**src/rtl/led_bit_serializer_pkg.sv**
```systemverilog
// Shared definitions for the LED bit serializer: state encoding, counter-width
// helper and default timing for the 10 kHz LFOSC clock.
package led_show_pkg;

  typedef enum logic [1:0] {
    ST_IDLE,
    ST_SHOW,
    ST_GAP
  } state_t;

  localparam int DEFAULT_WIDTH = 32;
  // 125 ms per bit and a 250 ms blank between frames at 10 kHz
  localparam int DEFAULT_DWELL = 1250;
  localparam int DEFAULT_GAP   = 2500;

  // Width of a counter holding 0..n-1, never narrower than one bit.
  function automatic int cnt_width(input int n);
    return (n <= 2) ? 1 : $clog2(n);
  endfunction

endpackage

```
**src/rtl/led_bit_serializer_negate_n.sv**
```systemverilog
// Combinational WIDTH-bit two's complement negation with a flag for the
// most-negative input, whose negation wraps back onto itself.
module negate_n #(
  parameter int WIDTH = 32
) (
  input  logic [WIDTH-1:0] value,
  output logic [WIDTH-1:0] neg,
  output logic             ovf
);

  localparam logic [WIDTH-1:0] MOST_NEG = {1'b1, {(WIDTH-1){1'b0}}};

  assign neg = ~value + WIDTH'(1);
  assign ovf = (value == MOST_NEG);

endmodule

```
**src/rtl/led_bit_serializer.sv**
```systemverilog
// Captures a word (optionally negated) and blinks it out one bit at a time on
// a single LED. Define LED_BIT_SERIALIZER_MSB_FIRST_EN to show MSB first.
module led_bit_serializer
  import led_show_pkg::*;
#(
  parameter int WIDTH = DEFAULT_WIDTH,
  parameter int DWELL = DEFAULT_DWELL,
  parameter int GAP   = DEFAULT_GAP
) (
  input  logic                     clk,
  input  logic                     rst,
  input  logic                     start,
  input  logic [WIDTH-1:0]         data_in,
  input  logic                     negate,
  output logic                     busy,
  output logic                     done,
  output logic                     led,
  output logic [$clog2(WIDTH)-1:0] bit_idx,
  output logic                     ovf
);

  localparam int IDX_W = $clog2(WIDTH);
  localparam int DW_W  = cnt_width(DWELL);
  localparam int GP_W  = cnt_width(GAP);
  localparam logic [DW_W-1:0] DWELL_LAST = DW_W'(DWELL - 1);
  localparam logic [GP_W-1:0] GAP_LAST   = GP_W'((GAP > 0) ? GAP - 1 : 0);

`ifdef LED_BIT_SERIALIZER_MSB_FIRST_EN
  localparam logic [IDX_W-1:0] FIRST_IDX = IDX_W'(WIDTH - 1);
  localparam logic [IDX_W-1:0] LAST_IDX  = '0;
`else
  localparam logic [IDX_W-1:0] FIRST_IDX = '0;
  localparam logic [IDX_W-1:0] LAST_IDX  = IDX_W'(WIDTH - 1);
`endif

  state_t           state;
  logic [WIDTH-1:0] shift_reg;
  logic [WIDTH-1:0] neg_val;
  logic [WIDTH-1:0] capture_val;
  logic             neg_ovf;
  logic [IDX_W-1:0] next_idx;
  logic [DW_W-1:0]  dwell_cnt;
  logic [GP_W-1:0]  gap_cnt;

  negate_n #(
    .WIDTH(WIDTH)
  ) u_negate (
    .value(data_in),
    .neg  (neg_val),
    .ovf  (neg_ovf)
  );

  assign capture_val = negate ? neg_val : data_in;

`ifdef LED_BIT_SERIALIZER_MSB_FIRST_EN
  assign next_idx = bit_idx - IDX_W'(1);
`else
  assign next_idx = bit_idx + IDX_W'(1);
`endif

  // led is loaded together with bit_idx so the first bit is visible the
  // cycle right after the start edge.
  always_ff @(posedge clk) begin
    if (rst) begin
      state     <= ST_IDLE;
      led       <= 1'b0;
      busy      <= 1'b0;
      done      <= 1'b0;
      bit_idx   <= '0;
      ovf       <= 1'b0;
      dwell_cnt <= '0;
      gap_cnt   <= '0;
      shift_reg <= '0;
    end else begin
      done <= 1'b0;
      case (state)
        ST_IDLE: begin
          if (start) begin
            shift_reg <= capture_val;
            ovf       <= negate & neg_ovf;
            bit_idx   <= FIRST_IDX;
            led       <= capture_val[FIRST_IDX];
            dwell_cnt <= '0;
            busy      <= 1'b1;
            state     <= ST_SHOW;
          end
        end
        ST_SHOW: begin
          if (dwell_cnt == DWELL_LAST) begin
            dwell_cnt <= '0;
            if (bit_idx == LAST_IDX) begin
              led     <= 1'b0;
              gap_cnt <= '0;
              if (GAP == 0) begin
                state <= ST_IDLE;
                busy  <= 1'b0;
                done  <= 1'b1;
              end else begin
                state <= ST_GAP;
              end
            end else begin
              bit_idx <= next_idx;
              led     <= shift_reg[next_idx];
            end
          end else begin
            dwell_cnt <= dwell_cnt + DW_W'(1);
          end
        end
        ST_GAP: begin
          if (gap_cnt == GAP_LAST) begin
            state <= ST_IDLE;
            busy  <= 1'b0;
            done  <= 1'b1;
          end else begin
            gap_cnt <= gap_cnt + GP_W'(1);
          end
        end
        default: state <= ST_IDLE;
      endcase
    end
  end

endmodule

```
**config.mk**
```make
export PLATFORM = sky130hd
export DESIGN_NAME = led_bit_serializer
export DESIGN_NICKNAME = d
export VERILOG_FILES = /design/src/rtl/led_bit_serializer_pkg.sv /design/src/rtl/led_bit_serializer_negate_n.sv /design/src/rtl/led_bit_serializer.sv
export SDC_FILE = /design/constraint.sdc
export NUM_CORES = 1
export LEC_CHECK = 0
export ABC_AREA = 1
export BUFFER_PORTS_ARGS = -buffer_cell sky130_fd_sc_hd__buf_2
export CAP_MARGIN = 30
export CELL_PAD_IN_SITES_DETAIL_PLACEMENT = 1
export CELL_PAD_IN_SITES_GLOBAL_PLACEMENT = 1
export CORE_MARGIN = 4
export CORE_UTILIZATION = 33
export DETAILED_ROUTE_END_ITERATION = 12
export GPL_TIMING_DRIVEN = 0
export PLACE_DENSITY_LB_ADDON = 0.1
export SLEW_MARGIN = 20
export SYNTH_ARGS = -nofsm -noshare
export SYNTH_HDL_FRONTEND = slang
export SYNTH_SLANG_ARGS = --single-unit
```
**constraint.sdc**
```tcl
create_clock -name clk -period 2 [get_ports clk]
set_input_delay 0.1 -clock clk [delete_from_list [all_inputs] [get_ports clk]]
set_output_delay 0.1 -clock clk [all_outputs]
set_load 0.01 [all_outputs]
```
# Word level (Yosys, flattened, before mapping)
# Index checks and enable logic that the tools add are counted.
# W data, S select, Z words.
classes:
  muxes: 27
  n_reduce_logical: 12
  bitwise_logic: 3
  n_eq_ne: 12
  order_cmp: 1
  n_addsub: 4
ops:
  columns: ["op", "count"]
  rows:
  - ["$mux W12", 3]
  - ["$add A32 B1 Y32 const B", 1]
  - ["$eq A32 B32 Y1 const B", 1]
  - ["$mux W32", 1]
  - ["$not A32 Y32", 1]
  - ["$pmux W12 S2", 1]
  - ["$mux W11", 2]
  - ["$pmux W11 S2", 1]
  - ["$mux W5", 3]
  - ["$add A12 B1 Y12 const B", 1]
  - ["$eq A12 B12 Y1 const B", 1]
  - ["$ne A2 B2 Y1 const B", 6]
  - ["$reduce_and A4 Y1", 3]
  - ["$add A11 B1 Y11 const B", 1]
  - ["$eq A11 B11 Y1 const B", 1]
  - ["$pmux W5 S2", 1]
  - ["$mux W2", 4]
  - ["$mux W1", 7]
  - ["$lt A5 B6 Y1 const B", 1]
  - ["$pmux W2 S3", 1]
  - ["$reduce_and A3 Y1", 2]
  - ["$reduce_bool A2 Y1", 3]
  - ["$add A5 B1 Y5 const B", 1]
  - ["$bmux W1 S5", 1]
  - ["other kinds (9)", 11]
totals:
  reg_bits: 66
  input_bits: 36
  elab_cells: 68
  out_inout_bits: 9

# Logic depth before layout (Yosys ltp)
# Gate-level depths: netlist of the first run.
depth:
  word_depth: 6
  mapped_depth: 12
  depth_no_buf: 12

# Modules after synthesis
# From an unflattened synthesis of the first run, not the netlist that was laid out.
hier_totals:
  hier_cells: 751
  hier_area_um2: 4633.2
by_module_without_submodules:
  columns: ["mod", "cells_per_inst", "n_inst", "area_per_inst_um2", "seq_area_each_um2"]
  rows:
  - ["led_bit_serializer", 564, 1, 3687.3, 1321.3]
  - ["negate_n", 187, 1, 945.9, 0.0]

# Least setup slack after synthesis of the first run
# OpenSTA, ideal clock, no wires.
synth_timing:
  kind: "register to register"
  from: "register bit_idx[0]"
  to: "register gap_cnt[0]"
  arrival_ns: 1.620
  slack_ns: 0.305
  path_buffers: 1
  required_time_ns: 1.925
  period_less_slack_ns: 1.695
  setup_time_ns: 0.075
  path_stages_with_launch: 11
  path_cell_list: "dfxtp_1 ha_1 nand2_1 nor2_1 ha_1 nor2_1 inv_1 nand3_4 buf_12 nand2_1 a22oi_2"
synth_via:
  elab_chain_len: 3
synth_lines:
  columns: ["element", "line_no", "text"]
  rows:
  - ["start, declared", "led_bit_serializer.sv:18", "output logic [$clog2(WIDTH)-1:0] bit_idx,"]
  - ["start signal, assigned", "led_bit_serializer.sv:102", "bit_idx <= next_idx;"]
  - ["$eq A5 B5 Y1", "led_bit_serializer.sv:91", "if (bit_idx == LAST_IDX) begin"]
  - ["$ne A2 B2 Y1 (no source line)", null, null]
  - ["$reduce_and A4 Y1 (no source line)", null, null]
  - ["end signal, assigned", "led_bit_serializer.sv:115", "gap_cnt <= gap_cnt + GP_W'(1);"]
  - ["end, declared", "led_bit_serializer.sv:43", "logic [GP_W-1:0] gap_cnt;"]
# Every way passes these cells.
# A chain may end at the register's enable or synchronous reset.

# Worst setup path in the final report of the first run
layout_timing:
  from: "register bit_idx[0]"
  to: "register gap_cnt[3]"
# The elaborated chain is that of the path after synthesis.

==> results of run 1 <==
==> area by class of cell <==
type / instances / area, um2
Timing Repair Buffer: 44 / 220
Sequential cell: 66 / 1320
Fill cell: 1703 / 7670
Clock inverter: 5 / 52.6
Tap cell: 172 / 215
Multi-Input combinational cell: 515 / 2560
Clock buffer: 11 / 253
Inverter: 95 / 357
Buffer: 24 / 121
==> placed cells by master (no fill, tap or decap), types with 5 or more instances in the layout <==
cell and n:
a21oi_1 47, inv_1 90, a21oi_2 7, clkbuf_16 9, nand4_1 10, xor2_1 17
nor2_1 77, clkbuf_1 8, buf_2 55, ha_1 6, nor3_1 10, nand2_1 178
o21ai_0 38, nor2_2 6, nand2_2 10, inv_2 5, nand3_1 67, dfxtp_1 65
==> kinds of logic after synthesis <==
kind of cell	after synthesis	share of synthesized area (%)
adder cells (fa/ha/maj)	6	1.72
XOR/XNOR	21	4.22
AND/OR/NAND/NOR	373	37.7
AO/OA/AOI/OAI	115	15.0
buffers and inverters	119	11.0
flip-flops	66	30.3
==> where the power goes <==
part           switching [W]  leakage (nW)  total, W  internal (W)
Sequential         0.0000592         0.541   0.00148       0.00142
Clock               0.000599         0.151   0.00162       0.00103
Combinational       0.000585          1.53  0.000859      0.000274
==> worst paths after layout <==
check | depth (start not counted) | endpoint | from
worst min-delay path | 3 | shift_reg[1] | data_in[1]
worst max-delay path | 10 | gap_cnt[3] | bit_idx[0]
worst min register to register | 2 | shift_reg[0] | shift_reg[0]
worst max register to register | 10 | gap_cnt[3] | bit_idx[0]
==> per-stage QoR <==
step           hold slack [ns]  total power [W]  std cells  util (%)
3_3_place_gp             0.395          0.00235        916      37.5
5_1_grt                 0.0719          0.00418        932      39.9
2_1_floorplan            0.250          0.00207        700         -
3_5_place_dp             0.415          0.00237        916      37.5
6_report                0.0610          0.00396        932      39.9
4_1_cts                 0.0579          0.00400        932      39.9
==> worst register-to-register path, delay by kind of cell, from the launching register on <==
kind	cells	cell delay, ns
simple gates	5	0.58
fa+ha+maj	2	0.46
flops	1	0.37
buf+inv	2	0.26
compound gates	1	0.12
==> synth_stat cells (3+ instances only) <==
cell,n
a31oi_1,4
a211oi_1,3
nand2_2,10
buf_2,11
inv_2,5
o221ai_1,4
nor2_1,78
o21ai_0,38
dfxtp_1,66
a21oi_1,47
nand3_1,67
nand2_1,178
xnor2_1,4
ha_1,6
o21ai_1,3
xor2_1,17
a21oi_2,7
nor3_1,10
inv_1,90
nor2_2,5
o211ai_1,3
buf_1,3
nand4_1,10
clkbuf_1,8
==> routing by layer <==
| layer | share of wire (%) | wire (um) |
|---|---|---|
| met3 | 2.6 | 374 |
| met1 | 47 | 6870 |
| met4 | 2.8 | 415 |
| met5 | 0 | 0 |
| met2 | 48 | 7000 |
==> repair_timing <==
action | CTS | global route
endpoints found under the hold margin | 0 | 0
gates cloned | 0 | 0
gates resized for setup | 1 | 1
setup endpoints to repair | 1 | 3
==> impl_results.html, run 1 <==
<table>
<tr><th>Metric</th><th>Value</th></tr>
<tr><th colspan="2">GRT</th></tr>
<tr><td>Met1 track demand over resource in global routing</td><td>27.1%</td></tr>
<tr><td>Maximum number of pins on one net before global-route repair</td><td>12</td></tr>
<tr><td>Leftover overflow at the end of global routing</td><td>0</td></tr>
<tr><td>Busiest metal layer after global routing</td><td>met2</td></tr>
<tr><td>Overall fraction of global-route tracks in use</td><td>21.1%</td></tr>
<tr><td>Wire length of the first global-routing pass</td><td>approximately 25 mm</td></tr>
<tr><td>Antenna violations before repair</td><td>0</td></tr>
<tr><td>Vias in the first global route</td><td>4,803</td></tr>
<tr><td>Met2 demand-to-capacity share in global routing</td><td>between 30% and 40%</td></tr>
<tr><td>Fraction of met3 tracks used by global routing</td><td>between 2 and 3%</td></tr>
<tr><th colspan="2">Route</th></tr>
<tr><td>DR vias/cell</td><td>around 4.9</td></tr>
<tr><td>Overall via count from detail_route</td><td>between 4,000 and 5,000</td></tr>
<tr><td>DRC errors left</td><td>0</td></tr>
<tr><td>First-iteration detailed-routing DRC count</td><td>239</td></tr>
<tr><td>Antenna Violating Nets Remaining</td><td>0</td></tr>
<tr><td>TritonRoute pass-1 iters</td><td>4</td></tr>
<tr><td>Post-detailed-route wirelength per cell</td><td>15.7 um</td></tr>
<tr><td>Post-Route WL</td><td>14.7 mm</td></tr>
<tr><th colspan="2">STA</th></tr>
<tr><td>Worst-case clock skew</td><td>~0.0033 ns</td></tr>
<tr><td>Worst Slack Setup Final</td><td>roughly 0.15 ns</td></tr>
<tr><td>Top achievable clock speed</td><td>about 540 MHz</td></tr>
<tr><td>Worst-margin pin slew</td><td>0.690 ns</td></tr>
<tr><td>Remaining max-slew budget at the tightest pin</td><td>a little over half</td></tr>
<tr><td>Post-layout min period</td><td>1.85 ns</td></tr>
<tr><td>Final setup violation count</td><td>0</td></tr>
<tr><td>Final slew viol count</td><td>0</td></tr>
<tr><td>Post-route fraction of the period consumed by the critical path</td><td>between 90 and 100%</td></tr>
<tr><td>Total Neg Setup Slack</td><td>0 ns</td></tr>
<tr><td>RSZ-0062 raised after global routing</td><td>no</td></tr>
<tr><td>Hold violation total from the final report</td><td>0</td></tr>
<tr><th colspan="2">Critical path</th></tr>
<tr><td>Slowest stage cell, crit path</td><td>dfxtp_2</td></tr>
<tr><td>Critical path peak fanout</td><td>10</td></tr>
<tr><td>Category of the worst setup path launch point</td><td>flip-flop</td></tr>
<tr><td>Minimum setup slack among reg-to-reg paths</td><td>between 0.15 and 0.2 ns</td></tr>
<tr><td>CP Class</td><td>reg2reg</td></tr>
<tr><td>Largest stage delay, worst path</td><td>between 0.3 and 0.4 ns</td></tr>
<tr><td>List of cells traversed by the critical path</td><td>ha_1, nand2_1, nor2_1, ha_1, nor2_2, inv_1, nand3_4, buf_12, nand2_1, a21oi_2</td></tr>
<tr><td>Dominant delay contributor by cell family on the critical path</td><td>simple AND/OR/NAND/NOR gates</td></tr>
<tr><td>Arr. time, crit path</td><td>around 2.1 ns</td></tr>
<tr><td>Endpoint kind of the worst setup timing path</td><td>flip-flop</td></tr>
<tr><td>Data required time of the worst path</td><td>2.27 ns</td></tr>
<tr><td>Worst path buffer plus inverter count</td><td>2</td></tr>
<tr><th colspan="2">Cells and area</th></tr>
<tr><td>Antenna diode count</td><td>0</td></tr>
<tr><td>Flip-flop count of the largest register after layout</td><td>32</td></tr>
<tr><td>Final nets</td><td>between 700 and 800</td></tr>
<tr><td>Total non-filler cell area in the finished layout</td><td>0.00510 mm2</td></tr>
<tr><td>Share of final-layout standard cells stronger than drive strength 1</td><td>between 10 and 15%</td></tr>
<tr><td>Layout overhead on the synthesized area</td><td>17.1%</td></tr>
<tr><th colspan="2">Clock tree</th></tr>
<tr><td>Number of buffers added for setup after CTS</td><td>0</td></tr>
<tr><td>H-tree Lvls</td><td>3</td></tr>
<tr><td>Cts bufs inserted</td><td>9</td></tr>
<tr><td>Clock-pin slew on the worst setup and hold paths</td><td>roughly 0.060 ns</td></tr>
<tr><td>Hold buffer count at cts</td><td>0</td></tr>
<tr><td>Clock tree from TritonCTS</td><td>yes</td></tr>
<tr><td>Latest clock arrival within the worst-skew pair</td><td>between 0.3 and 0.4 ns</td></tr>
<tr><td>CTS Buffer Depth</td><td>2</td></tr>
<tr><td>CTS Root Cell</td><td>clkbuf_16</td></tr>
<tr><td>Number of clock sinks</td><td>66</td></tr>
<tr><th colspan="2">Run status</th></tr>
<tr><td>Result of the run</td><td>completed</td></tr>
<tr><th colspan="2">Logic synthesis</th></tr>
<tr><td>Portion of the post-synthesis area used by sequential elements</td><td>30.3%</td></tr>
<tr><td>Most area-hungry cell type in the Yosys netlist</td><td>dfxtp_1</td></tr>
<tr><td>Number of flip-flops and latches in the synthesized netlist</td><td>66</td></tr>
<tr><td>Count of flip-flops with a built-in enable after synthesis</td><td>0</td></tr>
<tr><td>Top cell type's share of synthesized area</td><td>between 30 and 40%</td></tr>
<tr><td>Area of the mapped netlist</td><td>0.00436 mm2</td></tr>
<tr><td>Biggest area contributors in the synthesized netlist</td><td>dfxtp_1 (30%), nand2_1 (15%), inv_1 (7.8%)</td></tr>
<tr><td>Commonest register cell after synthesis</td><td>dfxtp_1</td></tr>
<tr><td>Synthesized Nets</td><td>742</td></tr>
<tr><td>Count of mapped cells out of synthesis</td><td>700</td></tr>
<tr><td>Synth unique cells</td><td>41</td></tr>
<tr><td>Proportion of synthesized flip-flops having asynchronous set or reset</td><td>0%</td></tr>
<tr><td>Post-Synthesis Mean Instance Area</td><td>roughly 6.2 um2</td></tr>
<tr><td>Count of warnings emitted by yosys</td><td>0</td></tr>
<tr><th colspan="2">Placed design</th></tr>
<tr><td>Setup slack after placement</td><td>a little under 0.05 ns</td></tr>
<tr><td>Final Wtd Congestion</td><td>roughly 0.9</td></tr>
<tr><td>Port-buffer cells</td><td>44</td></tr>
<tr><td>Final HPWL DP</td><td>between 10 and 15 mm</td></tr>
<tr><td>Cell Area, Placed</td><td>0.00479 mm2</td></tr>
<tr><th colspan="2">Floorplan</th></tr>
<tr><td>Standard-cell rows</td><td>~40</td></tr>
<tr><td>Full die area</td><td>roughly 0.015 mm2</td></tr>
<tr><td>Standard cell core area</td><td>0.0128 mm2</td></tr>
<tr><td>I/O pin count</td><td>45</td></tr>
<tr><td>Die width</td><td>about 120 um</td></tr>
<tr><td>Y dimension of the die</td><td>~120 um</td></tr>
<tr><td>Initial core utilization</td><td>34.1%</td></tr>
<tr><th colspan="2">Hold path</th></tr>
<tr><td>Min-delay worst type</td><td>in2reg</td></tr>
<tr><th colspan="2">Flow run</th></tr>
<tr><td>Number of maximum-capacitance violations</td><td>0</td></tr>
<tr><th colspan="2">Pwr</th></tr>
<tr><td>Worst VDD drop</td><td>between 0.0003 and 0.0004 V</td></tr>
<tr><td>Pwr Density</td><td>777 mW/mm2</td></tr>
<tr><td>Reported leakage power</td><td>around 2.2 nW</td></tr>
</table>
(Power assumes the default switching activity.)
==> run 2, diff against run 1 <==
PLACE_DENSITY = 0.69   (was unset)
PLACE_DENSITY_LB_ADDON = unset   (was 0.1)
TNS_END_PERCENT = 50   (was unset)
==> run 2 against run 1 <==
Compared with the run above:
- fmax shrank 1.6%
- clock-buffer cell count grew 3
- highest routed layer unchanged
- flip-flop and latch count is the same
- register-to-register slack lost 0.03 ns
- global-route usage shrank 0.081 points
- first-iteration DRC count grew 14%
- critical endpoint unchanged
==> impl_results.html, run 2 (synthesis results as in run 1) <==
<table>
<tr><th>Metric</th><th>Value</th></tr>
<tr><th colspan="2">Run status</th></tr>
<tr><td>Result of the run</td><td>completed</td></tr>
<tr><th colspan="2">Pwr</th></tr>
<tr><td>Switching portion of total power</td><td>30.9% (-0.49 points)</td></tr>
<tr><td>P_sw</td><td>0.00122 W (-2.0%)</td></tr>
<tr><td>Sequential group share of total power</td><td>37.5% (+0.2 points)</td></tr>
<tr><td>Clock network fraction of total power</td><td>40.5% (-0.5 points)</td></tr>
<tr><td>Worst VDD drop</td><td>0.000427 V (+41%)</td></tr>
<tr><td>Reported leakage power</td><td>2.22 nW (-0.18%)</td></tr>
<tr><td>PnR Total Power</td><td>0.00394 W (-0.43%)</td></tr>
<tr><td>Internal power component</td><td>0.00273 W (+0.28%)</td></tr>
<tr><td>Pwr Density</td><td>774 mW/mm2 (-0.38%)</td></tr>
<tr><td>Logic pwr share</td><td>22.0% (+0.3 points)</td></tr>
<tr><th colspan="2">Critical path</th></tr>
<tr><td>Largest stage delay, worst path</td><td>0.45 ns (+0.08 ns)</td></tr>
<tr><td>Data required time of the worst path</td><td>2.19 ns (-0.08 ns)</td></tr>
<tr><td>Minimum setup slack among reg-to-reg paths</td><td>0.12 ns (-0.03 ns)</td></tr>
<tr><td>Arr. time, crit path</td><td>2.07 ns (-0.04 ns)</td></tr>
<tr><td>Critical path peak fanout</td><td>10 (unchanged)</td></tr>
<tr><td>Endpoint kind of the worst setup timing path</td><td>flip-flop</td></tr>
<tr><td>Category of the worst setup path launch point</td><td>flip-flop</td></tr>
<tr><td>Slowest stage cell, crit path</td><td>dfxtp_1</td></tr>
<tr><td>CP Class</td><td>reg2reg</td></tr>
<tr><td>List of cells traversed by the critical path</td><td>ha_1, nand2_1, nor2_1, ha_1, nor2_4, inv_1, nand3_4, buf_12, nand2_1, a21oi_2</td></tr>
<tr><th colspan="2">Route</th></tr>
<tr><td>DRC errors left</td><td>0 (unchanged)</td></tr>
<tr><td>Total routed wire length on the met1 layer</td><td>6.75 mm (-1.7%)</td></tr>
<tr><td>Met2 routed WL</td><td>6.92 mm (-1.2%)</td></tr>
<tr><td>First-iteration detailed-routing DRC count</td><td>272 (+14%)</td></tr>
<tr><td>Post-detailed-route wirelength per cell</td><td>15.7 um (-0.12%)</td></tr>
<tr><td>Post-Route WL</td><td>14.6 mm (-0.12%)</td></tr>
<tr><td>Met3 Wirelength</td><td>567 um (+52%)</td></tr>
<tr><td>Uppermost routed layer</td><td>met4</td></tr>
<tr><td>TritonRoute pass-1 iters</td><td>4 (unchanged)</td></tr>
<tr><td>Antenna Violating Nets Remaining</td><td>0 (unchanged)</td></tr>
<tr><td>DR vias/cell</td><td>4.99 (+1.1%)</td></tr>
<tr><td>Overall via count from detail_route</td><td>4,647 (+1.1%)</td></tr>
<tr><th colspan="2">GRT</th></tr>
<tr><td>Overall fraction of global-route tracks in use</td><td>21.0% (-0.081 points)</td></tr>
<tr><td>Wire length of the first global-routing pass</td><td>24.7 mm (-0.83%)</td></tr>
<tr><td>Antenna violations before repair</td><td>0 (unchanged)</td></tr>
<tr><td>Maximum number of pins on one net before global-route repair</td><td>11 (-1)</td></tr>
<tr><td>Vias in the first global route</td><td>4,925 (+2.5%)</td></tr>
<tr><td>Leftover overflow at the end of global routing</td><td>0 (unchanged)</td></tr>
<tr><th colspan="2">Floorplan</th></tr>
<tr><td>Standard cell core area</td><td>0.0128 mm2 (unchanged)</td></tr>
<tr><td>Y dimension of the die</td><td>123 um (unchanged)</td></tr>
<tr><td>Standard-cell rows</td><td>41 (unchanged)</td></tr>
<tr><td>Full die area</td><td>0.0151 mm2 (unchanged)</td></tr>
<tr><td>Die width</td><td>123 um (unchanged)</td></tr>
<tr><td>I/O pin count</td><td>45 (unchanged)</td></tr>
<tr><td>Initial core utilization</td><td>34.1% (unchanged)</td></tr>
<tr><th colspan="2">Clock tree</th></tr>
<tr><td>Number of buffers added for setup after CTS</td><td>0 (unchanged)</td></tr>
<tr><td>Post-CTS Resized</td><td>0 (-1)</td></tr>
<tr><td>Latest clock arrival within the worst-skew pair</td><td>0.33 ns (about the same)</td></tr>
<tr><td>CTS Root Cell</td><td>clkbuf_16</td></tr>
<tr><td>Number of clock sinks</td><td>66 (unchanged)</td></tr>
<tr><td>Clock tree from TritonCTS</td><td>yes</td></tr>
<tr><td>Hold buffer count at cts</td><td>0 (unchanged)</td></tr>
<tr><td>CTS Buffer Depth</td><td>2 (unchanged)</td></tr>
<tr><td>H-tree Lvls</td><td>3 (unchanged)</td></tr>
<tr><td>Clock-pin slew on the worst setup and hold paths</td><td>0.06 ns (about the same)</td></tr>
<tr><td>Cts bufs inserted</td><td>9 (unchanged)</td></tr>
<tr><th colspan="2">Cells and area</th></tr>
<tr><td>Commonest non-fill, non-tap cell in the layout</td><td>nand2_1</td></tr>
<tr><td>Share of final-layout standard cells stronger than drive strength 1</td><td>14.3% (-0.53 points)</td></tr>
<tr><td>Antenna diode count</td><td>0 (unchanged)</td></tr>
<tr><td>Final nets</td><td>797 (unchanged)</td></tr>
<tr><td>Most frequent cells in the layout</td><td>nand2_1 (178), inv_1 (90), nor2_1 (77)</td></tr>
<tr><td>Layout overhead on the synthesized area</td><td>17.0% (about the same)</td></tr>
<tr><td>Flip-flop count of the largest register after layout</td><td>32 (unchanged)</td></tr>
<tr><th colspan="2">STA</th></tr>
<tr><td>Post-route fraction of the period consumed by the critical path</td><td>93.8% (+1.5 points)</td></tr>
<tr><td>Final slew viol count</td><td>0 (unchanged)</td></tr>
<tr><td>Final setup violation count</td><td>0 (unchanged)</td></tr>
<tr><td>RSZ-0062 raised after global routing</td><td>no</td></tr>
<tr><td>Worst-margin pin slew</td><td>0.657 ns (-0.0339 ns)</td></tr>
<tr><td>Remaining max-slew budget at the tightest pin</td><td>56.2% (+2.3 points)</td></tr>
<tr><td>Worst-case clock skew</td><td>0.00626 ns (+0.00294 ns)</td></tr>
<tr><td>Total Neg Setup Slack</td><td>0 ns (unchanged)</td></tr>
<tr><td>Top achievable clock speed</td><td>533 MHz (-1.6%)</td></tr>
<tr><td>Post-layout min period</td><td>1.88 ns (+0.0298 ns)</td></tr>
<tr><td>Hold violation total from the final report</td><td>0 (unchanged)</td></tr>
<tr><td>Worst Slack Setup Final</td><td>0.124 ns (-0.0298 ns)</td></tr>
<tr><th colspan="2">Flow run</th></tr>
<tr><td>Number of maximum-capacitance violations</td><td>0 (unchanged)</td></tr>
<tr><th colspan="2">Hold path</th></tr>
<tr><td>Min-delay worst type</td><td>in2reg</td></tr>
<tr><th colspan="2">Placed design</th></tr>
<tr><td>Final Wtd Congestion</td><td>0.984 (+8.4%)</td></tr>
<tr><td>Final HPWL DP</td><td>11.6 mm (+0.69%)</td></tr>
<tr><td>Setup slack after placement</td><td>0.102 ns (+0.0542 ns)</td></tr>
<tr><td>Port-buffer cells</td><td>44 (unchanged)</td></tr>
</table>
[run 2: worst paths after layout]
kind,startpoint,end,cells after the start
worst max-delay path,bit_idx[0],gap_cnt[3],10
worst min-delay path,data_in[1],shift_reg[1],3
worst max register to register,bit_idx[0],gap_cnt[3],10
worst min register to register,shift_reg[0],shift_reg[0],2
[run 2: area by class of cell]
cell class | instances | area, um2
clock buffers | 14 | 264
inverters | 95 | 357
well taps | 172 | 215
fillers | 1722 | 7680
multi-input cells | 515 | 2560
plain buffers | 24 | 121
clock inverters | 2 | 35.0
flip-flops and latches | 66 | 1320
repair buffers | 44 | 220
[run 2: stage by stage]
| stage | cell area, um2 | hold slack (ns) | std cells | util [%] |
|---|---|---|---|---|
| after CTS | 5090 | 0.0541 | 932 | 39.8 |
| after global placement | 4790 | 0.404 | 916 | 37.5 |
| after floorplan | 4360 | 0.250 | 700 | - |
| after global routing | 5100 | 0.0833 | 932 | 39.9 |
| final | 5100 | 0.0631 | 932 | 39.9 |
| after detailed placement | 4790 | 0.406 | 916 | 37.5 |
[run 2: per-layer routing]
metal  up-vias  global-route usage [%]
met5         -                       0
met4         0                    7.91
met3        26                    3.64
met2        77                    35.4
met1      2184                    26.6
li1       2360                       -
[run 2: worst max-delay path, delay by kind of cell, from the launching register on]
| kind | cells | cell delay, ns |
|---|---|---|
| flops | 1 | 0.45 |
| buf+inv | 2 | 0.27 |
| fa+ha+maj | 2 | 0.51 |
| compound gates | 1 | 0.05 |
| simple gates | 5 | 0.46 |
[run 2: power groups by stage]
stage / clock, W / combinational [W] / sequential, W
final: 0.00160 / 0.000869 / 0.00148
after global routing: 0.00169 / 0.000994 / 0.00149
after CTS: 0.00163 / 0.000875 / 0.00148
after detailed placement: 0 / 0.000866 / 0.00150
after global placement: 0 / 0.000847 / 0.00150
after floorplan: 0 / 0.000577 / 0.00149
